==> config.mk <==
export PLATFORM = sky130hd
export DESIGN_NAME = expr_tx
export DESIGN_NICKNAME = d
export VERILOG_FILES = /design/src/rtl/expr_tx_pkg.sv /design/src/rtl/expr_tok_buf.sv /design/src/rtl/expr_tx.sv
export SDC_FILE = /design/constraint.sdc
export NUM_CORES = 1
export LEC_CHECK = 0
export BUFFER_PORTS_ARGS = -buffer_cell sky130_fd_sc_hd__buf_2
export CAP_MARGIN = 0
export CORE_AREA = 2 2 125 91
export DETAILED_ROUTE_END_ITERATION = 12
export DIE_AREA = 0 0 127 93
export PLACE_DENSITY = 0.8
export SYNTH_ARGS = -nofsm -noshare
export SYNTH_HDL_FRONTEND = slang
export SYNTH_HIERARCHICAL = 1
export SYNTH_SLANG_ARGS = --single-unit
==> constraint.sdc <==
create_clock -name clk -period 3.42 [get_ports clk]
set_input_delay 0.684 -clock clk [delete_from_list [all_inputs] [get_ports clk]]
set_output_delay 0.684 -clock clk [all_outputs]
set_load 0.01 [all_outputs]
==> src/rtl/expr_tx_pkg.sv <==
// ============================================================================
// expr_tx_pkg : token codes, ASCII constants, FSM state type and the token
//               to ASCII mapping shared by the expression transmitter.
// Revision    : 1.0
// ============================================================================
`default_nettype none

package expr_tx_pkg;

  localparam logic [4:0] TOK_PLUS  = 5'd16;
  localparam logic [4:0] TOK_MINUS = 5'd17;
  localparam logic [4:0] TOK_MUL   = 5'd18;
  localparam logic [4:0] TOK_LPAR  = 5'd19;
  localparam logic [4:0] TOK_RPAR  = 5'd20;
  localparam logic [4:0] TOK_MAX   = 5'd20;

  localparam logic [7:0] ASC_ZERO  = 8'h30;
  localparam logic [7:0] ASC_LA    = 8'h61;
  localparam logic [7:0] ASC_PLUS  = 8'h2B;
  localparam logic [7:0] ASC_MINUS = 8'h2D;
  localparam logic [7:0] ASC_MUL   = 8'h2A;
  localparam logic [7:0] ASC_LPAR  = 8'h28;
  localparam logic [7:0] ASC_RPAR  = 8'h29;
  localparam logic [7:0] ASC_EQ    = 8'h3D;
  localparam logic [7:0] ASC_NUL   = 8'h00;

  typedef enum logic [2:0] {
    S_IDLE = 3'd0,
    S_SEND = 3'd1,
    S_EQ   = 3'd2,
    S_WAIT = 3'd3,
    S_DONE = 3'd4
  } state_e;

  function automatic logic [7:0] tok2ascii(input logic [4:0] tok);
    logic [7:0] c;
    logic [4:0] off;
    c   = ASC_NUL;
    off = tok - 5'd10;
    if (tok < 5'd10) begin
      c = ASC_ZERO + {3'b000, tok};
    end else if (tok < 5'd16) begin
      c = ASC_LA + {3'b000, off};
    end else begin
      case (tok)
        TOK_PLUS:  c = ASC_PLUS;
        TOK_MINUS: c = ASC_MINUS;
        TOK_MUL:   c = ASC_MUL;
        TOK_LPAR:  c = ASC_LPAR;
        TOK_RPAR:  c = ASC_RPAR;
        default:   c = ASC_NUL;
      endcase
    end
    return c;
  endfunction

endpackage

`default_nettype wire

==> src/rtl/expr_tok_buf.sv <==
// ============================================================================
// expr_tok_buf : DEPTH x 5 token register file, appended in order, read by
//                index, with a synchronous clear of the fill count.
// Revision     : 1.0
// ============================================================================
`default_nettype none

module expr_tok_buf #(
  parameter int DEPTH = 16
) (
  input  logic                       clk,
  input  logic                       rst_n,
  input  logic                       wr_en_i,
  input  logic [4:0]                 wr_data_i,
  input  logic                       clr_i,
  input  logic [$clog2(DEPTH)-1:0]   rd_idx_i,
  output logic [4:0]                 rd_data_o,
  output logic [$clog2(DEPTH+1)-1:0] count_o,
  output logic                       full_o
);

  localparam int AW = $clog2(DEPTH);
  localparam int CW = $clog2(DEPTH + 1);

  logic [4:0]    mem_q [DEPTH];
  logic [CW-1:0] count_q;

  // The fill count doubles as the write pointer.
  always_ff @(posedge clk or negedge rst_n) begin
    if (!rst_n) begin
      count_q <= '0;
      for (int i = 0; i < DEPTH; i++) begin
        mem_q[i] <= '0;
      end
    end else if (clr_i) begin
      count_q <= '0;
    end else if (wr_en_i && !full_o) begin
      mem_q[count_q[AW-1:0]] <= wr_data_i;
      count_q                <= count_q + CW'(1);
    end
  end

  assign rd_data_o = mem_q[rd_idx_i];
  assign count_o   = count_q;
  assign full_o    = (count_q == CW'(DEPTH));

endmodule

`default_nettype wire

==> src/rtl/expr_tx.sv <==
// ============================================================================
// expr_tx : serialises buffered tokens as ASCII to the expression evaluator,
//           then captures its result. Optional watchdog: EXPR_TX_TIMEOUT_EN.
// Revision : 1.0
// ============================================================================
`default_nettype none

module expr_tx
  import expr_tx_pkg::*;
#(
  parameter int DEPTH   = 16
`ifdef EXPR_TX_TIMEOUT_EN
  ,
  parameter int TIMEOUT = 64
`endif
) (
  input  logic       clk,
  input  logic       rst,
  input  logic [4:0] tok_in,
  input  logic       tok_push,
  output logic       tok_full,
  input  logic       start,
  output logic       busy,
  output logic [7:0] ascii_out,
  output logic       ready_out,
  input  logic       valid_in,
  input  logic [6:0] result_in,
  output logic       done,
  output logic [6:0] result,
  output logic       timeout
);

  localparam int AW = $clog2(DEPTH);
  localparam int CW = $clog2(DEPTH + 1);

  state_e        state_q;
  logic [CW-1:0] idx_q;
  logic [7:0]    ascii_q;
  logic          ready_q;
  logic          busy_q;
  logic          done_q;
  logic [6:0]    result_q;

  logic [CW-1:0] w_count;
  logic [4:0]    w_rd_data;
  logic [AW-1:0] w_rd_idx;
  logic          w_push;
  logic          w_clr;

  // start takes priority over a simultaneous push.
  assign w_push   = (state_q == S_IDLE) && tok_push && !start && (tok_in <= TOK_MAX);
  assign w_clr    = (state_q == S_DONE);
  assign w_rd_idx = (state_q == S_SEND) ? idx_q[AW-1:0] : '0;

  expr_tok_buf #(
    .DEPTH (DEPTH)
  ) u_buf (
    .clk       (clk),
    .rst_n     (rst),
    .wr_en_i   (w_push),
    .wr_data_i (tok_in),
    .clr_i     (w_clr),
    .rd_idx_i  (w_rd_idx),
    .rd_data_o (w_rd_data),
    .count_o   (w_count),
    .full_o    (tok_full)
  );

`ifdef EXPR_TX_TIMEOUT_EN
  localparam int WW = (TIMEOUT > 1) ? $clog2(TIMEOUT) : 1;
  logic [WW-1:0] wait_cnt_q;
  logic          timeout_q;
  assign timeout = timeout_q;
`else
  assign timeout = 1'b0;
`endif

  always_ff @(posedge clk or negedge rst) begin
    if (!rst) begin
      state_q    <= S_IDLE;
      idx_q      <= '0;
      ascii_q    <= ASC_NUL;
      ready_q    <= 1'b0;
      busy_q     <= 1'b0;
      done_q     <= 1'b0;
      result_q   <= '0;
`ifdef EXPR_TX_TIMEOUT_EN
      wait_cnt_q <= '0;
      timeout_q  <= 1'b0;
`endif
    end else begin
      case (state_q)
        S_IDLE: begin
          if (start && (w_count != '0)) begin
            state_q   <= S_SEND;
            busy_q    <= 1'b1;
            ascii_q   <= tok2ascii(w_rd_data);
            ready_q   <= 1'b1;
            idx_q     <= CW'(1);
`ifdef EXPR_TX_TIMEOUT_EN
            timeout_q <= 1'b0;
`endif
          end
        end
        S_SEND: begin
          ready_q <= 1'b0;
          if (idx_q == w_count) begin
            ascii_q <= ASC_EQ;
            state_q <= S_EQ;
          end else begin
            ascii_q <= tok2ascii(w_rd_data);
            idx_q   <= idx_q + CW'(1);
          end
        end
        S_EQ: begin
          ascii_q    <= ASC_NUL;
          state_q    <= S_WAIT;
`ifdef EXPR_TX_TIMEOUT_EN
          wait_cnt_q <= '0;
`endif
        end
        S_WAIT: begin
          if (valid_in) begin
            result_q <= result_in;
            done_q   <= 1'b1;
            state_q  <= S_DONE;
          end
`ifdef EXPR_TX_TIMEOUT_EN
          else if (wait_cnt_q == WW'(TIMEOUT - 1)) begin
            result_q  <= '0;
            timeout_q <= 1'b1;
            done_q    <= 1'b1;
            state_q   <= S_DONE;
          end else begin
            wait_cnt_q <= wait_cnt_q + WW'(1);
          end
`endif
        end
        S_DONE: begin
          done_q  <= 1'b0;
          busy_q  <= 1'b0;
          state_q <= S_IDLE;
        end
        default: begin
          state_q <= S_IDLE;
          busy_q  <= 1'b0;
          ready_q <= 1'b0;
          done_q  <= 1'b0;
          ascii_q <= ASC_NUL;
        end
      endcase
    end
  end

  assign busy      = busy_q;
  assign ascii_out = ascii_q;
  assign ready_out = ready_q;
  assign done      = done_q;
  assign result    = result_q;

endmodule

`default_nettype wire

# Word level (Yosys, flattened, before mapping)
# Cells that the tools add are included.
# op_classes
n_addsub,5
shifts,0
bitwise_logic,7
div,0
order_cmp,6
mux,27
eq_ne,15
reduce_logical,24
n_mul,0
# op_table
operator,count
$bwmux 80,1
$mux 5,7
$mux 8,4
$eq 5x5->1 const B,6
$pmux 6 s5,1
$pmux 8 s3,1
$bmux 5 s4,1
$demux 5 s4,1
$pmux 3 s4,1
$reduce_and 2->1,6
$add 5x1->5 const B,2
$ge 5x5->1 const B,2
$not 4->5,2
$pmux 5 s2,1
$mux 3,3
$reduce_or 3->1,3
$add 7x5->8 const A,1
$add 6x5->7 const A,1
$eq 3x2->1 const B,2
$logic_and 1x1->1,6
$pmux 1 s2,3
$reduce_and 3->1,2
$eq 5x5->1,1
$le 5x5->1 const B,1
16 further kinds,25
# word_totals
ramBits,0
register_bits,111
latchBits,0
output_inout_bits,20
memories,0
rom_bits,0

# Logic depth before layout (Yosys ltp)
# Gate-level depths: netlist (run 1).
# logic_depth
ltp_word,12
depth_mapped,15

# Hierarchy
# Netlist (run 1), hierarchy kept.
# by_module_without_submodules
module,cells_each,area_each_um2,n_inst
expr_tok_buf,272,4027.6,1
expr_tx,162,1594.0,1

# Worst setup path after synthesis (run 1)
# OpenSTA, ideal clock, no wires.
# synth_path
kind,register -> register
from,register state_q[2]
to,register ascii_q[5] (netlist: ascii_out[5])
t_arrival_ps,3631
n_path_buf,2
path_stages_with_launch,14
t_required_ps,3299
setup_time_ps,121
slack_ps,-333
path_cell_list,dfrtp_1 > clkbuf_1 > nor2_1 > and3_1 > buf_2 > mux4_2 > a22oi_1 > nand3_1 > inv_1 > ha_1 > or3b_1 > a2111oi_0 > o221ai_1 > a22o_2
# synth_via
elab_chain_cells,12
elab_cells_between_ends,29
classes_between,add/sub: 3; order compare: 2; eq/ne: 9; mux: 10; bitwise: 2; reduce/logical: 3
# synth_lines
item,line,rtl
from (decl),expr_tx.sv:36,state_e state_q;
from (signal assigned),expr_tx.sv:80,state_q <= S_IDLE;
from (signal assigned),expr_tx.sv:95,state_q <= S_SEND;
from (signal assigned),expr_tx.sv:109,state_q <= S_EQ;
$eq 3x1->1 (*),expr_tx.sv:53,assign w_rd_idx = (state_q == S_SEND) ? idx_q[AW-1:0] : '0;
$mux 4 (*),expr_tx.sv:53,
via w_rd_idx[0],expr_tx.sv:46,logic [AW-1:0] w_rd_idx;
$not 4->5 (implied by the code) (*),expr_tok_buf.sv:43,assign rd_data_o = mem_q[rd_idx_i];
$bmux 5 s4 (*),expr_tok_buf.sv:43,
$mux 5 (implied by the code) (*) (2 in series),expr_tok_buf.sv:43,
via w_rd_data[1],expr_tx.sv:45,logic [4:0] w_rd_data;
$sub 5x4->5 / $eq 5x5->1 (equally long branches),"expr_tx_pkg.sv:39, expr_tx_pkg.sv:45",
$add 7x5->8 / $pmux 6 s5 (equally long branches),"expr_tx_pkg.sv:43, expr_tx_pkg.sv:45",
$mux 8,expr_tx_pkg.sv:42,end else if (tok < 5'd16) begin
$mux 8 (*),expr_tx_pkg.sv:40,if (tok < 5'd10) begin
"$mux 8, on equally long branches","expr_tx.sv:107, expr_tx.sv:94",
$pmux 8 s3 (*),expr_tx.sv:92,case (state_q)
to (signal assigned),expr_tx.sv:97,ascii_q <= tok2ascii(w_rd_data);
to (signal assigned),expr_tx.sv:111,ascii_q <= tok2ascii(w_rd_data);
to (decl),expr_tx.sv:38,logic [7:0] ascii_q;
# Mark *: on every way through the listed nets, which the timed path passes. The rest lies on a longest branch. The select of a mux whose other input is x is not followed.
# A chain may end at the register's enable or synchronous reset.

# Worst setup path after layout (run 1)
# layout_path
from,register state_q[1]
to,register ascii_q[4] (netlist: ascii_out[4])
# layout_via
elab_chain_cells,12
elab_cells_between_ends,23
classes_between,add/sub: 3; order compare: 2; eq/ne: 4; mux: 9; bitwise: 2; reduce/logical: 3
# layout_lines
item,line,rtl
$eq 3x1->1 (*),expr_tx.sv:53,
$mux 4 (*),expr_tx.sv:53,
via w_rd_idx[1],expr_tx.sv:46,
$not 4->5 (implied by the code) (*),expr_tok_buf.sv:43,
$bmux 5 s4 (*),expr_tok_buf.sv:43,
$mux 5 (implied by the code) (*) (2 in series),expr_tok_buf.sv:43,
via w_rd_data[2],expr_tx.sv:45,
$sub 5x4->5,expr_tx_pkg.sv:39,off = tok - 5'd10;
$add 7x5->8,expr_tx_pkg.sv:43,"c = ASC_LA + {3'b000, off};"
$mux 8,expr_tx_pkg.sv:42,
$mux 8 (*),expr_tx_pkg.sv:40,
"$mux 8, on equally long branches","expr_tx.sv:107, expr_tx.sv:94",
$pmux 8 s3 (*),expr_tx.sv:92,
# Marked as above.

==> results of run 1 <==
critical path: stages, from the launching register on:
cell and delay [ns]:
dfrtp_1 0.41, nor2_4 0.14, buf_4 0.15, and3_4 0.23
buf_12 0.14, mux4_2 0.30, a22oi_1 0.20, nand3_1 0.17
inv_2 0.11, ha_1 0.27, or3b_2 0.46, a21oi_1 0.17
a211o_1 0.12, o211ai_1 0.07, a22o_2 0.23
stage by stage:
stage	total power [mW]	area, um2	std cells	hold WS (ns)
after global routing	5.649	6459	633	0.4372
after detailed placement	4.160	6095	611	0.4675
final	5.307	6459	633	0.3730
after floorplan	3.511	5658	434	0.3884
after global placement	4.041	6095	611	0.4678
after CTS	5.185	6379	627	0.4044
power breakdown:
group,leakage (nW),internal (mW),switching [mW]
registers,1.49,1.58,0.205
clock network,0.133,0.521,0.490
logic,1.48,1.25,1.26
total,3.10,3.35,1.95
layout make-up:
| type | count | area, um2 |
|---|---|---|
| sequential | 111 | 2778 |
| multi-input combinational | 290 | 2723 |
| clock inverter | 5 | 41.29 |
| tap | 136 | 170.2 |
| timing repair buffer | 69 | 462.9 |
| fill | 807 | 4192 |
| clock buffer | 11 | 242.7 |
| inverter | 11 | 41.29 |
worst max-delay path by stage:
stage               start            to  slack (ns)  cells past startpoint
2_1_floorplan  state_q[0]  ascii_out[5]        0.01                     12
3_3_place_gp   state_q[1]  ascii_out[5]        0.15                     11
3_5_place_dp   state_q[1]  ascii_out[5]        0.07                     12
4_1_cts        state_q[1]  ascii_out[5]        0.05                     12
5_1_grt        state_q[1]  ascii_out[3]       -0.02                     14
6_report       state_q[1]  ascii_out[4]        0.14                     14
metal layers:
layer,wire length (um),vias to the layer above,GRT usage (%)
met1,5941,1990,32.85
li1,-,1725,-
met2,6240,156,37.32
met5,0,-,0
met3,869,28,5.492
met4,240,0,6.044
state kept, by name, indices dropped and copies added, names as in the netlist:
name and cells:
ascii_out 8, busy 1, done 1, idx_q 5, ready_out 1, result 7, state_q 3, u_buf/count_o 5
u_buf/mem_q 80
cells in the mapped netlist, types with 8 or more instances:
master and number:
nand3_1 19, nand2_1 22, ha_1 11, mux2_2 83, a21oi_1 9, clkbuf_1 12, nand4_1 8, dfrtp_1 111
nor2_1 15, inv_1 10, mux4_2 20, o21ai_0 10
timing repair:
action	4_1_cts	5_1_grt
hold buffers	0	0
endpoints found under the setup margin	0	6
buffers inserted	0	4
resized for setup	0	7
cell families (layout without fill, tap and decap cells):
family / after synthesis / after routing
muxes: 112 / 112
DFF: 111 / 111
AOI/OAI and AO/OA: 47 / 47
adders and majority gates: 11 / 11
xor gates and xnor gates: 11 / 11
and+or+nand+nor: 107 / 108
buffers and inverters: 34 / 96
other: 1 / 1
==> key figures, run 1 <==
Run status
  • Status: complete, no violations

Synthesis
  • Mapped Cells: about 430
  • FF+latch count, synth: around 110
  • Syn nets: ~460
  • Mean post-synth cell area: between 10 and 15 um2
  • Xor/xnor share of the synthesized area: roughly 1.7%
  • EDFF count, synth: 0
  • Top FF cell, synth: dfrtp_1
  • Syn. warnings: 6
  • Synth Cell Area: 0.005622 mm2
  • Synth Area in Simple Gates: between 10% and 20%
  • Largest family of logic cells by synthesized area: multiplexers
  • Area share of fa/ha/maj cells after synthesis: between 2 and 2.5%
  • Sequential element share of the synthesized area: between 40% and 50%
  • Post-synthesis mux area share: 26.69%
  • Synth Area in Compound Gates: roughly 5.9%
  • Largest area contributor in the synthesized netlist: dfrtp_1
  • Area share of the largest cell type after synthesis: between 40 and 50%
  • Synth area leaders: dfrtp_1 (49%), mux2_2 (17%), mux4_2 (8.0%)
  • Yosys cell types: between 50 and 60
  • Fraction of registers with async set/reset: 100.0%

Setup path
  • RR Endpoint: ascii_out[4]
  • R2R Path Start: state_q[1]
  • Critical Path AT: 3.53 ns
  • Crit path kind: reg -> reg
  • Worst Setup Start Kind: flop
  • CP endpoint kind: flop
  • R2r worst-path depth: 14
  • Worst Path Max Fanout: 10
  • R2R Setup Slk: roughly 0.14 ns
  • Required @ worst endpoint: 3.67 ns

Finish
  • Commonest non-fill, non-tap cell in the layout: dfrtp_1
  • ANT cells: 0
  • Layout cells sized above 1: between 40% and 50%
  • Area Overhead vs Synth: 14.89%
  • Layout Utilization: 60.64%
  • Nets@finish: 520
  • Most frequent cells in the layout: dfrtp_1 (111), mux2_2 (83), buf_2 (34), buf_4 (33), nand2_1 (22)

Placed design
  • Placer Congestion: 0.8985
  • HPWL after DPL: around 9.4 mm
  • Post-place setup slack: between 0.07 and 0.08 ns
  • I/O Buffers: 35

STA
  • FMAX: slightly above 0.3 GHz
  • Slew @ Worst Pin: 0.7358 ns
  • Final setup fails: 0
  • TNS Setup: 0 ns
  • Slew Limit Fails: 0
  • Final Hold Vio Count: 0
  • Skew final: ~0.0054 ns
  • Final WS setup: roughly 0.14 ns
  • Fin crit period: between 3 and 4 ns
  • Fin crit share: 96.05%
  • Max transition margin: around half

GRT
  • Tot GR Track Use: a little under a quarter
  • Largest net degree at the start of global routing: 57
  • Initial antenna violation count: 0
  • First-pass GRT wire length: about 21 mm
  • Vias in the first global route: between 3000 and 4000
  • GR Overflow Total: 0

Drt
  • Vias per inst: a little over 6
  • DRT iter0 DRCs: approximately 400
  • Final ANT Viol Nets: 0
  • Drt pass-1 iters: 5
  • Total wire length: between 10 and 15 mm
  • Drc violations: 0
  • Routed wire per std cell: roughly 21 um
  • Via count: 3899

Clock tree
  • CTS Buf Count: 9
  • CTS sink cnt: between 100 and 150
  • CTS tree: built
  • Clock root buffer: clkbuf_16
  • Clock transition at path regs: ~0.07 ns
  • Clk buf depth: 2
  • Clock latency on the worst-skew pair: approximately 0.36 ns
  • H-tree depth: 3

Floorplanning
  • # IOs: 37
  • Row count: 32
  • Die Wd: about 130 um
  • Die H: 93 um
  • Die ar.: about 0.012 mm2
  • Starting density of the core: between 50% and 60%
  • Core ar.: roughly 0.011 mm2

Flow run
  • Max-Cap Viols: 0

Power
  • VDD IR max: 0.0004402 V
  • Cell Pwr Density: about 800 mW/mm2
  • LEAKAGE: 3.104 nW

Min path
  • Hold Crit Class: in -> async
(Power assumes the default switching activity.)
==> run 2, diff against run 1 <==
- REMOVE_ABC_BUFFERS: default -> 1
==> run 2 against run 1 <==
Net effect:
- non-clock buffer count rose by 3
- register-to-register slack barely moved
- routed wire length down 1.3%
- worst hold slack better by 0.078 ns
- core utilization barely moved
==> key figures, run 2 (synthesized netlist as in run 1, its figures left out) <==
Finish
  • Layout cells sized above 1: 43.89% (+0.23 points)
  • Fillers: 821 (+1.7%)
  • Largest reg by FF count: u_buf/mem_q
  • Nets@finish: 522 (+0.38%)
  • Max reg flops: 80 (unchanged)
  • Area Overhead vs Synth: 14.82% (about the same)
  • Commonest non-fill, non-tap cell in the layout: dfrtp_1
  • Layout Utilization: 60.61% (about the same)
  • Finished Cell Area: 0.006455 mm2 (about the same)
  • Most frequent cells in the layout: dfrtp_1 (111), mux2_2 (83), buf_4 (37), buf_2 (34), nand2_1 (22)
  • ANT cells: 0 (unchanged)
  • Non-Filler Instances: 635 (+0.32%)

GRT
  • Largest net degree at the start of global routing: 71 (+25%)
  • Tot GR Track Use: 23.37% (-0.074 points)
  • GR Overflow Total: 0 (unchanged)
  • Initial antenna violation count: 0 (unchanged)
  • First-pass GRT wire length: 21.12 mm (+0.56%)
  • Vias in the first global route: 3865 (-1.0%)

Placed design
  • Area after DPL: 0.006088 mm2 (-0.10%)
  • Post-place setup slack: -0.01419 ns (-0.08436 ns)
  • I/O Buffers: 35 (unchanged)
  • HPWL after DPL: 9.055 mm (-3.4%)
  • Placed cells: 613 (+0.33%)
  • Placer Congestion: 0.9006 (+0.23%)

STA
  • TNS Setup: 0 ns (unchanged)
  • Skew final: 0.008320 ns (+0.002926 ns)
  • Fin crit share: 96.28% (+0.23 points)
  • Fin crit period: 3.293 ns (+0.007901 ns)
  • Slew Limit Fails: 0 (unchanged)
  • Max transition margin: 41.79% (-9.2 points)
  • FMAX: 0.3037 GHz (-0.24%)
  • Final setup fails: 0 (unchanged)
  • Worst Hold Slack: 0.4511 ns (+0.07816 ns)
  • Slew @ Worst Pin: 0.8731 ns (+0.1373 ns)
  • Final Hold Vio Count: 0 (unchanged)
  • Final WS setup: 0.1272 ns (-0.007901 ns)

Drt
  • Total wire length: 13.12 mm (-1.3%)
  • Met2 routed wirelength: 5.844 mm (-6.3%)
  • Vias per inst: 6.142 (-0.29%)
  • Routed wire per std cell: 20.66 um (-1.6%)
  • Final ANT Viol Nets: 0 (unchanged)
  • Metal-1 WL: 6.148 mm (+3.5%)
  • Met3 WL: 921 um (+6.0%)
  • Via count: 3900 (+0.026%)
  • DRT iter0 DRCs: 411 (+4.3%)
  • Drt pass-1 iters: 5 (unchanged)
  • Drc violations: 0 (unchanged)
  • Highest Signal Layer: met4

Setup path
  • Worst-path cell chain: nor2_2, buf_4, and3_2, buf_4, buf_4, mux4_2, nand3_1, nand3_2, ha_1, buf_4, nor2b_1, o21bai_1, and3_1, o221ai_1, a32o_1
  • Worst Setup Start Kind: flop
  • CP max stage delay: 0.40 ns (-0.06 ns)
  • CP endpoint kind: flop
  • Critical Path AT: 3.53 ns (about the same)
  • Required @ worst endpoint: 3.66 ns (about the same)
  • Worst path slowest cell: dfrtp_1
  • Worst Path Max Fanout: 9 (-1)
  • Critical Path Most Common Cell: buf_4
  • Crit path kind: reg -> reg

Floorplanning
  • # IOs: 37 (unchanged)
  • Core ar.: 0.01065 mm2 (unchanged)
  • Starting density of the core: 52.78% (unchanged)
  • Die ar.: 0.01181 mm2 (unchanged)
  • Row count: 32 (unchanged)
  • Die Wd: 127 um (unchanged)
  • Die H: 93 um (unchanged)

Power
  • Overall power: 5.352 mW (+0.85%)
  • VDD IR max: 0.0004596 V (+4.4%)
  • LEAKAGE: 3.111 nW (+0.22%)
  • Cell Pwr Density: 829.1 mW/mm2 (+0.91%)

Min path
  • Hold Crit Class: in -> async

Clock tree
  • Clock latency on the worst-skew pair: 0.35 ns (about the same)
  • CTS tree: built
  • Clock root buffer: clkbuf_16
  • Clock transition at path regs: 0.07 ns (about the same)
  • H-tree depth: 3 (unchanged)
  • CTS Buf Count: 9 (unchanged)
  • Clk buf depth: 2 (unchanged)
  • CTS sink cnt: 111 (unchanged)

Run status
  • Status: complete, no violations

Flow run
  • Max-Cap Viols: 0 (unchanged)
-- run 2: path summary, 6_finish.rpt --
check                             start         endpoint  slack [ns]  cells after the start
min reg2reg                ascii_out[6]     ascii_out[6]        0.48                      2
min                                 rst  u_buf/mem_q[79]        0.45                      1
max reg2reg                  state_q[2]     ascii_out[3]        0.13                     15
min in group clk           ascii_out[6]     ascii_out[6]        0.48                      2
max in group asynchronous           rst             busy        2.11                      2
max                          state_q[2]     ascii_out[3]        0.13                     15
-- run 2: cell type report --
| cell class | count | area (um2) | share of cell area (%) |
|---|---|---|---|
| Clock buffer | 11 | 242.7 | 3.760 |
| Clock inverter | 5 | 41.29 | 0.6397 |
| Inverter | 11 | 41.29 | 0.6397 |
| Multi-Input combinational cell | 289 | 2714 | 42.04 |
| Sequential cell | 111 | 2778 | 43.03 |
| Tap cell | 136 | 170.2 | 2.636 |
| Timing Repair Buffer | 72 | 467.9 | 7.249 |
-- run 2: timing repair --
action	CTS	global route
setup buffers	0	6
pin swaps	0	4
endpoints found under the setup margin	1	5
hold buffers	0	0
resized for setup	2	10
-- run 2: routing by layer --
metal  GRT usage (%)  vias up
met2           35.08      150
met3           6.522       23
met1           34.22     2007
met4           5.220        0
li1                -     1720
met5               0        -
-- run 2: critical path, delay by kind of cell, from the launching register on --
kind | cells | cell delay [ns]
AO/OA/AOI/OAI | 3 | 0.53
adder cells (fa/ha/maj) | 1 | 0.24
buffers and inverters | 4 | 0.59
flip-flops | 1 | 0.40
multiplexers | 1 | 0.36
AND/OR/NAND/NOR | 6 | 1.06
-- run 2: power by group --
part           leakage [nW]  switching (mW)  internal [mW]  total, mW
Clock                 0.132           0.483          0.520       1.00
Combinational          1.49            1.29           1.28       2.57
Sequential             1.49           0.199           1.58       1.78
Total                  3.11            1.97           3.38       5.35
==> run 3, diff against run 2 <==
- CORE_AREA: 2 2 125 91 -> 2 2 127 92
- DIE_AREA: 0 0 127 93 -> 0 0 129 94
- SYNTH_HIERARCHICAL: 1 -> default
==> run 3 against run 2 <==
Net effect:
- first-iteration DRC count is 3.6% lower
- routed wire length is 4.9% higher
- sequential share of layout area is 1.1 points higher
- sequential power is 12% higher
- via count is 5.3% higher
- clock power is 4% higher
- combinational power is 6% lower
==> key figures, run 3 <==
Run status
  • Status: complete, no violations

Setup path
  • Crit path kind: reg -> reg
  • CP endpoint kind: flop
  • CP max stage delay: 0.58 ns (+0.18 ns)
  • Critical Path AT: 3.07 ns (-0.46 ns)
  • Required @ worst endpoint: 3.65 ns (about the same)
  • Delay-heaviest family, CP: simple AND/OR/NAND/NOR gates
  • Crit path buf inv count: 1 (-3)
  • Worst path slowest cell: a21oi_1
  • Worst-path cell chain: inv_1, ha_1, nor4b_1, nor3_1, and2_1, a21oi_1, nand4b_1, xor2_1, nor2_1
  • Worst Path Max Fanout: 8 (-1)
  • Worst Setup Start Kind: flop

Drt
  • Final ANT Viol Nets: 0 (unchanged)
  • DRT iter0 DRCs: 396 (-3.6%)
  • Vias per inst: 6.019 (-2.0%)
  • Drc violations: 0 (unchanged)
  • Drt pass-1 iters: 5 (unchanged)
  • Via count: 4105 (+5.3%)
  • Total wire length: 13.76 mm (+4.9%)
  • Routed wire per std cell: 20.18 um (-2.3%)

Floorplanning
  • Die Wd: 129 um (+1.6%)
  • # IOs: 37 (unchanged)
  • Core ar.: 0.01085 mm2 (+1.9%)
  • Row count: 32 (unchanged)
  • Starting density of the core: 52.80% (about the same)
  • Die ar.: 0.01213 mm2 (+2.7%)
  • Die H: 94 um (+1.1%)

Synthesis
  • FF+latch count, synth: 111 (unchanged)
  • Largest family of logic cells by synthesized area: multiplexers
  • Post-synthesis mux area share: 19.68% (-7.0 points)
  • Synth Area in Compound Gates: 12.67% (+6.8 points)
  • Area share of the largest cell type after synthesis: 48.48% (-0.93 points)
  • Top cells by count, synth: dfrtp_1 (111), mux2_2 (78), nand2_1 (48), a21oi_1 (35), nor2_1 (20)
  • Synth Cell Area: 0.005729 mm2 (+1.9%)
  • Top FF cell, synth: dfrtp_1
  • Synth area leaders: dfrtp_1 (48%), mux2_2 (15%), nand2_1 (3.1%)
  • Fraction of registers with async set/reset: 100.0% (unchanged)
  • Xor/xnor share of the synthesized area: 1.682% (-0.032 points)
  • Yosys cell types: 64 (+21%)
  • Cell with the most instances after synthesis: dfrtp_1
  • Sequential element share of the synthesized area: 48.48% (-0.93 points)
  • Syn. warnings: 0 (-6)
  • Synth Area in Simple Gates: 12.43% (+1.6 points)
  • Mapped Cells: 498 (+15%)
  • Area share of fa/ha/maj cells after synthesis: 1.092% (-1.4 points)
  • Largest area contributor in the synthesized netlist: dfrtp_1
  • EDFF count, synth: 0 (unchanged)
  • Mean post-synth cell area: 11.50 um2 (-11%)

Clock tree
  • Setup bufs post-CTS: 0 (unchanged)
  • Clock root buffer: clkbuf_16
  • CTS sink cnt: 111 (unchanged)
  • Post-CTS sizing: 0 (-2)
  • H-tree depth: 3 (unchanged)
  • Clock latency on the worst-skew pair: 0.35 ns (about the same)
  • Clk buf depth: 2 (unchanged)
  • Clock transition at path regs: 0.07 ns (about the same)
  • Cts hold-fix bufs: 0 (unchanged)
  • CTS tree: built
  • CTS Buf Count: 9 (unchanged)

STA
  • Final WS setup: 0.5812 ns (+0.4540 ns)
  • Fin crit period: 2.839 ns (-0.4540 ns)
  • TNS Setup: 0 ns (unchanged)
  • RSZ-0062 raised after global routing: false
  • FMAX: 0.3523 GHz (+16%)
  • Slew Limit Fails: 0 (unchanged)
  • Fin crit share: 83.01% (-13 points)
  • Final setup fails: 0 (unchanged)
  • Final Hold Vio Count: 0 (unchanged)
  • Skew final: 0.006402 ns (-0.001918 ns)
  • Max transition margin: 49.98% (+8.2 points)
  • Slew @ Worst Pin: 0.7504 ns (-0.1227 ns)

Power
  • Sw Share: 40.42% (+3.5 points)
  • Sw Pwr: 2.205 mW (+12%)
  • Sequential power share: 36.7% (+3.4 points)
  • VDD IR max: 0.0003914 V (-15%)
  • Cell internal pwr: 3.250 mW (-3.8%)
  • Clock share of power: 19.0% (+0.3 points)
  • LEAKAGE: 3.007 nW (-3.3%)
  • Gate power share: 44.3% (-3.7 points)
  • Cell Pwr Density: 867.3 mW/mm2 (+4.6%)

Placed design
  • HPWL after DPL: 9.716 mm (+7.3%)
  • Area after DPL: 0.005998 mm2 (-1.5%)
  • I/O Buffers: 35 (unchanged)
  • Post-place setup slack: 0.6556 ns (+0.6698 ns)
  • Placer Congestion: 0.8941 (-0.72%)

GRT
  • Largest net degree at the start of global routing: 58 (-18%)
  • Initial antenna violation count: 0 (unchanged)
  • M1 GR Usage: 36.17% (+2.0 points)
  • Grt met2 use: 36.82% (+1.7 points)
  • Gr busiest metal: met2
  • Vias in the first global route: 4117 (+6.5%)
  • First-pass GRT wire length: 22.51 mm (+6.6%)
  • Met3 Use GR: 6.036% (-0.49 points)
  • Tot GR Track Use: 24.57% (+1.2 points)
  • GR Overflow Total: 0 (unchanged)

Min path
  • Hold Crit Class: in -> async

Finish
  • Fillers: 901 (+9.7%)
  • Most frequent cells in the layout: dfrtp_1 (111), mux2_2 (78), nand2_1 (48), a21oi_1 (35), buf_2 (34)
  • Commonest non-fill, non-tap cell in the layout: dfrtp_1
  • Layout cells sized above 1: 31.06% (-13 points)
  • Layout Utilization: 57.97% (-2.6 points)
  • Nets@finish: 546 (+4.6%)
  • Area Overhead vs Synth: 9.784%
  • Largest reg by FF count: u_buf.mem_q
  • Finished Cell Area: 0.006290 mm2 (-2.6%)
  • Max reg flops: 80 (unchanged)

Flow run
  • Max-Cap Viols: 0 (unchanged)
==> run 3: final cells by class <==
cell class	instances	area (um2)	area share [%]
Clock inverter	5	60.06	0.9548
Tap cell	153	191.4	3.044
Inverter	11	41.29	0.6565
Multi-Input combinational cell	345	2728	43.37
Sequential cell	111	2778	44.16
Timing Repair Buffer	46	260.3	4.138
Antenna cell	1	2.502	0.03979
Clock buffer	10	229.0	3.640
==> run 3: metal layers <==
layer	vias to the layer above	part of all wire, %
li1	1860	-
met1	2084	46
met2	151	45
met3	10	8.1
met4	0	1.0
met5	-	0
==> run 3: final timing paths <==
path                                    to              from  slack, ns  cells after the start
max                               idx_q[4]  u_buf.count_o[0]       0.58                      9
min                        u_buf.mem_q[62]               rst       0.39                      1
max reg2reg                       idx_q[4]  u_buf.count_o[0]       0.58                      9
min reg2reg                      result[1]         result[1]       0.47                      2
max in group asynchronous             done               rst       2.23                      2
min in group clk                 result[1]         result[1]       0.47                      2
==> run 3: worst reg2reg max path: stages (launching register included) <==
cell	delay, ns
dfrtp_1	0.46
inv_1	0.12
ha_1	0.27
nor4b_1	0.43
nor3_1	0.14
and2_1	0.28
a21oi_1	0.58
nand4b_1	0.21
xor2_1	0.16
nor2_1	0.07
==> run 3: per-stage QoR <==
step                total power [mW]  cells  hold WS, ns
floorplan                      3.637    467       0.3884
global placement               4.287    666       0.4527
detailed placement             4.385    666       0.4578
CTS                            5.423    681       0.4205
global route                   5.797    681       0.4481
finish                         5.455    682       0.3943
==> run 3: power groups by stage <==
stage                     sequential (mW)  clock (mW)  combinational [mW]
after global placement               1.99           0                2.29
after global routing                 2.05        1.10                2.64
after floorplan                      2.05           0                1.59
after detailed placement             2.01           0                2.37
final                                2.00        1.04                2.42
after CTS                            1.99        1.05                2.38
==> run 3: kinds of logic (layout without fill, tap and decap cells) <==
logic type	count (synthesis)	in the layout
and+or+nand+nor	135	135
buffers and inverters	42	72
DFF	111	111
muxes	101	101
xor gates and xnor gates	11	11
other	1	2
AOI/OAI and AO/OA	92	92
adders and majority gates	5	5
